--- src/rtl/updn_counter_param.sv ---
// rtl/updn_counter_param.sv - parametrised synchronous up/down counter with load clamp and terminal-count flag
//
// Parameters:
//   WIDTH    counter width in bits (1..32)
//   MAX_VAL  terminal (highest) count (1..2**WIDTH-1)
//   SATURATE 0 = wrap at the bounds, 1 = hold at the bounds
// Ports:
//   CLK    rising-edge clock for all state
//   RST    synchronous active-high reset
//   EN     count enable, gates UP/DOWN only
//   LOAD   parallel load strobe, value clamped to MAX_VAL
//   IN     load value
//   UP     increment request
//   DOWN   decrement request
//   COUNT  registered count
//   HIGH   COUNT == MAX_VAL, decoded from the count register
//   LOW    COUNT == 0, decoded from the count register
//   TC     registered one-cycle flag for a boundary step

module updn_counter_param #(
    parameter int              WIDTH    = 5,
    parameter longint unsigned MAX_VAL  = (64'd1 << WIDTH) - 64'd1,
    parameter bit              SATURATE = 1'b0
) (
    input  logic             CLK,
    input  logic             RST,
    input  logic             EN,
    input  logic             LOAD,
    input  logic [WIDTH-1:0] IN,
    input  logic             UP,
    input  logic             DOWN,
    output logic [WIDTH-1:0] COUNT,
    output logic             HIGH,
    output logic             LOW,
    output logic             TC
);

    // Terminal value in the extended (WIDTH+1 bit) arithmetic domain.
    localparam logic [WIDTH:0] MAX_EXT  = MAX_VAL[WIDTH:0];
    localparam logic [WIDTH:0] ZERO_EXT = '0;
    localparam logic [WIDTH:0] ONE_EXT  = {{WIDTH{1'b0}}, 1'b1};

    // The count is kept one bit wider than the port so increments and
    // decrements never silently truncate; the top bit is always zero in
    // any state reachable after reset.
    logic [WIDTH:0] count_q;
    logic           tc_q;

    logic [WIDTH:0] count_d;
    logic           tc_d;

    logic [WIDTH:0] in_ext;
    logic [WIDTH:0] load_val;
    logic [WIDTH:0] inc_val;
    logic [WIDTH:0] dec_val;
    logic           step_up;
    logic           step_down;
    logic           at_top;
    logic           at_bottom;

    assign in_ext    = {1'b0, IN};
    assign load_val  = (in_ext > MAX_EXT) ? MAX_EXT : in_ext;
    assign inc_val   = count_q + ONE_EXT;
    assign dec_val   = count_q - ONE_EXT;

    // Simultaneous UP and DOWN cancel out and leave the count unchanged.
    assign step_up   = EN & UP & ~DOWN;
    assign step_down = EN & DOWN & ~UP;

    // ">=" rather than "==" so a corrupted count above the terminal value
    // is treated as a boundary and steered back into range on the next step.
    assign at_top    = (count_q >= MAX_EXT);
    assign at_bottom = (count_q == ZERO_EXT);

    always_comb begin
        count_d = count_q;
        tc_d    = 1'b0;
        if (LOAD) begin
            count_d = load_val;
        end else if (step_up) begin
            if (at_top) begin
                count_d = SATURATE ? MAX_EXT : ZERO_EXT;
                tc_d    = 1'b1;
            end else begin
                count_d = inc_val;
            end
        end else if (step_down) begin
            if (at_bottom) begin
                count_d = SATURATE ? ZERO_EXT : MAX_EXT;
                tc_d    = 1'b1;
            end else begin
                count_d = dec_val;
            end
        end
    end

    always_ff @(posedge CLK) begin
        if (RST) begin
            count_q <= '0;
            tc_q    <= 1'b0;
        end else begin
            count_q <= count_d;
            tc_q    <= tc_d;
        end
    end

    assign COUNT = count_q[WIDTH-1:0];
    assign HIGH  = (count_q == MAX_EXT);
    assign LOW   = (count_q == ZERO_EXT);
    assign TC    = tc_q;

endmodule
--- config.mk ---
export PLATFORM = sky130hd
export DESIGN_NAME = updn_counter_param
export DESIGN_NICKNAME = d
export VERILOG_FILES = /design/src/rtl/updn_counter_param.sv
export SDC_FILE = /design/constraint.sdc
export NUM_CORES = 1
export LEC_CHECK = 0
export CORE_UTILIZATION = 50
export CTS_BUF_LIST = sky130_fd_sc_hd__clkbuf_8 sky130_fd_sc_hd__clkbuf_16
export DETAILED_ROUTE_END_ITERATION = 16
export PLACE_DENSITY_LB_ADDON = 0.08
export SETUP_SLACK_MARGIN = 0.1
export SYNTH_ARGS = -nofsm -noshare
export SYNTH_HDL_FRONTEND = slang
export SYNTH_SLANG_ARGS = --single-unit
--- constraint.sdc ---
create_clock -name CLK -period 3 [get_ports CLK]
set_clock_uncertainty 0.05 [all_clocks]
set_input_delay 0.3 -clock CLK [delete_from_list [all_inputs] [get_ports CLK]]
set_output_delay 0.3 -clock CLK [all_outputs]
set_load 0.01 [all_outputs]
==> out/results.tsv <==
stage	metric	value	unit
placed_design	dpl.hpwl	1.16	mm
yosys	synth_ff_type	dfxtp_1	
pwr	total_power	0.356	mW
critical_path	end_kind	output port	
global_routing	grt_max_degree	15	
placed_design	place_area	832	um^2
timing	drv_slew	0	
clocking	cts-root-buf	clkbuf_8	
yosys	synth_area	706	um^2
die	fp.dieW	39.6	um
global_routing	antenna_found_initial	0	
critical_path	worst_ep_arrival_time	1.85	ns
cells_and_area	fin_area	877	um^2
yosys	synthTopCellsByArea	dfxtp_1 (20%), a21oi_1 (7.8%), buf_4 (7.4%)	
cells_and_area	final_nets	125	
cells_and_area	regArea	140	um^2
critical_path	path_class	flip-flop to output port	
yosys	yosysSeqAreaShare	19.9	%
run_status	status	finished, final reports clean	
die	start_util	54.2	%
clocking	h-tree-depth	1	
timing	fin_setup_tns	0	ns
timing	hold_viol	0	
timing	rsz0062_at_grt	false	
die	core-area	1300	um^2
cells_and_area	drive_gt1_share	6.36	%
clocking	cts_tree	yes	
die	die-area	1570	um^2
route	vias_per_cell	5.99	
min_path	hold_path.class	flip-flop to flip-flop	
route	drc	0	
route	wl	1.59	mm
pwr	p_leak	0.325	nW
pwr	power.density	406	nW/um^2
timing	finalSetupViolations	0	
route	wl_per_cell	12.7	um
cells_and_area	area_delta_synth_final	24.3	%
yosys	yosysUniqueCellTypes	36	
timing	worst_pin_slew	0.496	ns
route	vias	749	
route	drtIter0Drc	31	
timing	fin_crit_sh	73.2	%
yosys	synth-edff-count	0	
cells_and_area	fillerInstances	126	
clocking	clk-insertion-delay-late	0.23	ns
placed_design	io_buffers	18	
yosys	syn_inst	100	
cells_and_area	final_cell_mix	clkdlybuf4s50_1 (18), a21oi_1 (11), nor2_1 (9), nand2b_1 (8), dfxtp_1 (7)	
critical_path	critPathRequiredTime	2.65	ns
die	num_rows	13	
timing	finalCriticalPeriod	2.20	ns
global_routing	grt_pass1_wl	2.49	mm
clocking	hold_buffers	0	
route	ant_nets	0	
cells_and_area	antenna_cells	0	
yosys	ys_warn_count	0	
timing	relSlewSlack	66.9	%
critical_path	critPathMaxFanout	8	
yosys	ys_ff_latch	7	
cells_and_area	final_common_cell	clkdlybuf4s50_1	
timing	hold_slack	0.584	ns
die	die_h	39.6	um
cells_and_area	multi_input_area	474	um^2
route	drt-pass1-iter-count	4	
global_routing	grt-ovfl-total	0	
pwr	ir_worst_vdd	0.368	mV
timing	fmax	456	MHz
yosys	synth_top_area_cell	dfxtp_1	
clocking	numCtsBuffers	3	
die	pin_count	19	
yosys	synth-async-reset-ratio	0	%
global_routing	grt_pass1_vias	590	
yosys	synth_top_cell_area_share	19.9	%
yosys	syn_nets	114	
placed_design	gp_congestion	0.859	
critical_path	start_kind	flip-flop	
clocking	cts_setup_buffers	0	
global_routing	grt_usage	23.3	%
clocking	ctsResizeCount	0	
clocking	cts.clk_slew.worst_paths	0.04	ns
flow_run	maxCapViolCount	0	
clocking	cts.sinks	7	
yosys	syn_area_per_cell	7.06	um^2
clocking	clock_path_buffers	2	
## layer usage
layer / up-vias / GRT usage [%] / wire [um]
li1: 374 / - / -
met1: 338 / 29.1 / 713
met4: 0 / 0 / 0
met3: 0 / 8.52 / 134
met5: - / 0 / 0
met2: 37 / 40.2 / 738
## cells in the mapped netlist (2+ instances only)
cell      count
a21oi_1      11
nor2_1        9
nand2b_1      8
buf_4         7
dfxtp_1       7
inv_1         5
nand2_1       5
nand3_1       4
nor3_1        4
clkbuf_1      3
ha_1          3
o21ai_0       3
o21ai_1       3
a31oi_1       2
nor4_1        2
o31ai_1       2
or4_1         2
xor2_1        2
## final cells by class
type | count | share of cell area (%)
inverters | 5 | 2.14
well taps | 15 | 2.14
flip-flops and latches | 7 | 16.0
clock inverters | 1 | 0.428
repair buffers | 18 | 20.5
multi-input cells | 76 | 54.1
clock buffers | 3 | 4.71
## report_power, final
| group | total [mW] | internal, mW | switching, mW |
|---|---|---|---|
| Combinational | 0.108 | 0.0566 | 0.0514 |
| Sequential | 0.118 | 0.0998 | 0.0180 |
| Clock | 0.130 | 0.0885 | 0.0415 |
| Total | 0.356 | 0.245 | 0.111 |
## critical path, cell delays in order, from the launching register on
cell,delay (ns)
dfxtp_1,0.50
ha_1,0.33
nor3b_1,0.22
clkdlybuf4s50_1,0.56
## flip-flops by register name, summed over array words and instances (netlist names)
register  cells
count_q       6
TC            1
## per-stage QoR
step	utilization (%)	instances	setup WS [ns]
6_report	67.4	125	0.805
3_5_place_dp	63.9	121	1.06
5_1_grt	67.4	125	0.741
4_1_cts	67.4	125	0.816
2_1_floorplan	-	100	1.41
3_3_place_gp	63.9	121	1.09
## path summary, 6_finish.rpt
check | startpoint | to | slack, ns | cells after the start
setup / recovery | count_q[0] | HIGH | 0.80 | 3
hold / removal | count_q[4] | count_q[4] | 0.58 | 2
setup reg to reg | count_q[0] | count_q[3] | 1.11 | 6
hold reg to reg | count_q[4] | count_q[4] | 0.58 | 2
## cell families (layout without fill, tap and decap cells)
kind of cell / after synthesis / after routing / synth area share (%)
and+or+nand+nor: 42 / 42 / 33.3
AOI/OAI and AO/OA: 29 / 29 / 26.1
buffers and inverters: 17 / 27 / 12.9
DFF: 7 / 7 / 19.9
adders and majority gates: 3 / 3 / 5.32
xor gates and xnor gates: 2 / 2 / 2.48
Note: power is estimated with default switching activity, not from simulation.
==> variant, RTL diff (same settings) <==
Change the parameter `WIDTH` from 5 to 4.
--- a/src/rtl/updn_counter_param.sv
+++ b/src/rtl/updn_counter_param.sv
@@ -20,3 +20,3 @@
 module updn_counter_param #(
-    parameter int              WIDTH    = 5,
+    parameter int              WIDTH    = 4,
     parameter longint unsigned MAX_VAL  = (64'd1 << WIDTH) - 64'd1,
Interface: changed (resized COUNT and IN); port bits go from 19 to 17. No check against the original RTL was run, so the function may have changed too.
==> variant against the original RTL <==
  * Routed wire length down 19%
  * Register-to-register slack worse by 0.12 ns
  * Synthesized area down 20%
  * Combinational power down 21%
  * Cell area down 18%
  * Synthesized cell count down 26%
  * Worst setup slack worse by 0.22 ns
  * Total power down 17%
  * Critical path type unchanged
  * Sequential cell count down 1
  * Sequential share of layout area up 0.63 points
  * Global-route usage up 0.62 points
  * Utilization up 5.6 points
==> variant: results (changes against the original RTL) <==
synth_common_cells: "sky130_fd_sc_hd__nand2_1, sky130_fd_sc_hd__nor2_1, sky130_fd_sc_hd__dfxtp_1, sky130_fd_sc_hd__a21oi_1, sky130_fd_sc_hd__buf_4"  # was sky130_fd_sc_hd__a21oi_1, sky130_fd_sc_hd__nor2_1, sky130_fd_sc_hd__nand2b_1, sky130_fd_sc_hd__buf_4, sky130_fd_sc_hd__dfxtp_1
post_route_cells_drive_above_1_share_pct: 12.9  # was 6.36%
r2r.worst_path.cells: 7  # was 6
timing.critical_path.fanout_max: 6  # was 8
detailed_place.area_um2: 682  # was 832 µm²
grt_max_degree: 13  # was 15
detail_route.iter0.violations: 19  # was 31
slew_headroom_pct: 71.8  # was 66.9%
ys_top_cells_by_area: "sky130_fd_sc_hd__dfxtp_1, sky130_fd_sc_hd__buf_4, sky130_fd_sc_hd__ha_1, sky130_fd_sc_hd__nand2_1, sky130_fd_sc_hd__nor2_1"  # was sky130_fd_sc_hd__dfxtp_1, sky130_fd_sc_hd__a21oi_1, sky130_fd_sc_hd__buf_4, sky130_fd_sc_hd__nand2b_1, sky130_fd_sc_hd__ha_1
yosysSeqAreaShare_pct: 21.3  # was 19.9%
min-delay-start: "IN[3]"  # was count_q[4]$_SDFFE_PP0P_
r2r_slack_ns: 0.99  # was 1.11 ns
place_congestion: 0.808  # was 0.859
power_switching_w: 0.0000781  # was 0.000111 W
hold_slack_ns: 0.588  # was 0.584 ns
critical_path_origin: "count_q[1]$_SDFFE_PP0P_"  # was count_q[0]$_SDFFE_PP0P_
worst_path_largest_cell_delay_ns: 0.53  # was 0.56 ns
detail_route.wl_per_cell_um: 13.0  # was 12.7 µm
detailed_place_hpwl_um: 967  # was 1.16 mm
max_clock_freq_ghz: 0.413  # was 0.456 GHz
synthesized_net_count: 87  # was 114
worst_r2r_endpoint: "count_q[2]$_SDFFE_PP0P_"  # was count_q[3]$_SDFFE_PP0P_
run_status: "completed"  # unchanged
layout.filler_cells: 86  # was 126
whs_path_depth: 3  # was 2
critPathArrivalTime_ns: 2.07  # was 1.85 ns
syn_avg_cell_area_um2: 7.61  # was 7.06 µm²
number_of_port_buffers: 16  # was 18
grt_first_pass_wirelength_mm: 2.17  # was 2.49 mm
dpl.cell_count: 95  # was 121
## variant: cell types whose count changed in the layout (fill, tap and decap cells not counted), sizes merged, moves of 3 or more
cell,unedited run,this run
o21ai,6,2
nand3,5,1
nand2,5,9
nor2,10,7
a21oi,11,7
a211o,0,3
nor4,3,0
nand2b,8,2
## variant: cell families after synthesis
| logic type | count (synthesis) | synth area share (%) |
|---|---|---|
| simple gates | 29 | 27.1 |
| fa+ha+maj | 3 | 6.67 |
| buf+inv | 12 | 12.9 |
| flops | 6 | 21.3 |
| compound gates | 22 | 28.9 |
| xor+xnor | 2 | 3.11 |
## variant: power by group through the flow
stage	registers, W	logic, W	clock network, W
after global routing	0.0000946	0.0000929	0.000122
after detailed placement	0.0000944	0.0000836	0
after CTS	0.0000932	0.0000840	0.000120
after floorplan	0.0000894	0.0000610	0
after global placement	0.0000944	0.0000827	0
final	0.0000934	0.0000851	0.000117
## variant: layout make-up
| type | instances | share of cell area (%) |
|---|---|---|
| inverter | 4 | 2.08 |
| clock buffer | 3 | 5.71 |
| sequential | 6 | 16.6 |
| tap | 13 | 2.25 |
| multi-input combinational | 56 | 51.2 |
| timing repair buffer | 16 | 22.1 |
## variant: worst min-delay path: stages
cell and delay (ns):
sky130_fd_sc_hd__clkdlybuf4s50_1 0.39, sky130_fd_sc_hd__nand2_1 0.06, sky130_fd_sc_hd__a21oi_1 0.05
## variant: layer usage
| layer | vias to the layer above | share of wire [%] | GRT usage (%) | wire (µm) |
|---|---|---|---|---|
| li1 | 282 | - | - | - |
| met1 | 255 | 39 | 30.6 | 497 |
| met2 | 35 | 48 | 34.7 | 609 |
| met3 | 7 | 11 | 4.46 | 139 |
| met4 | 0 | 2.4 | 19.0 | 31 |
| met5 | - | 0 | 0 | 0 |
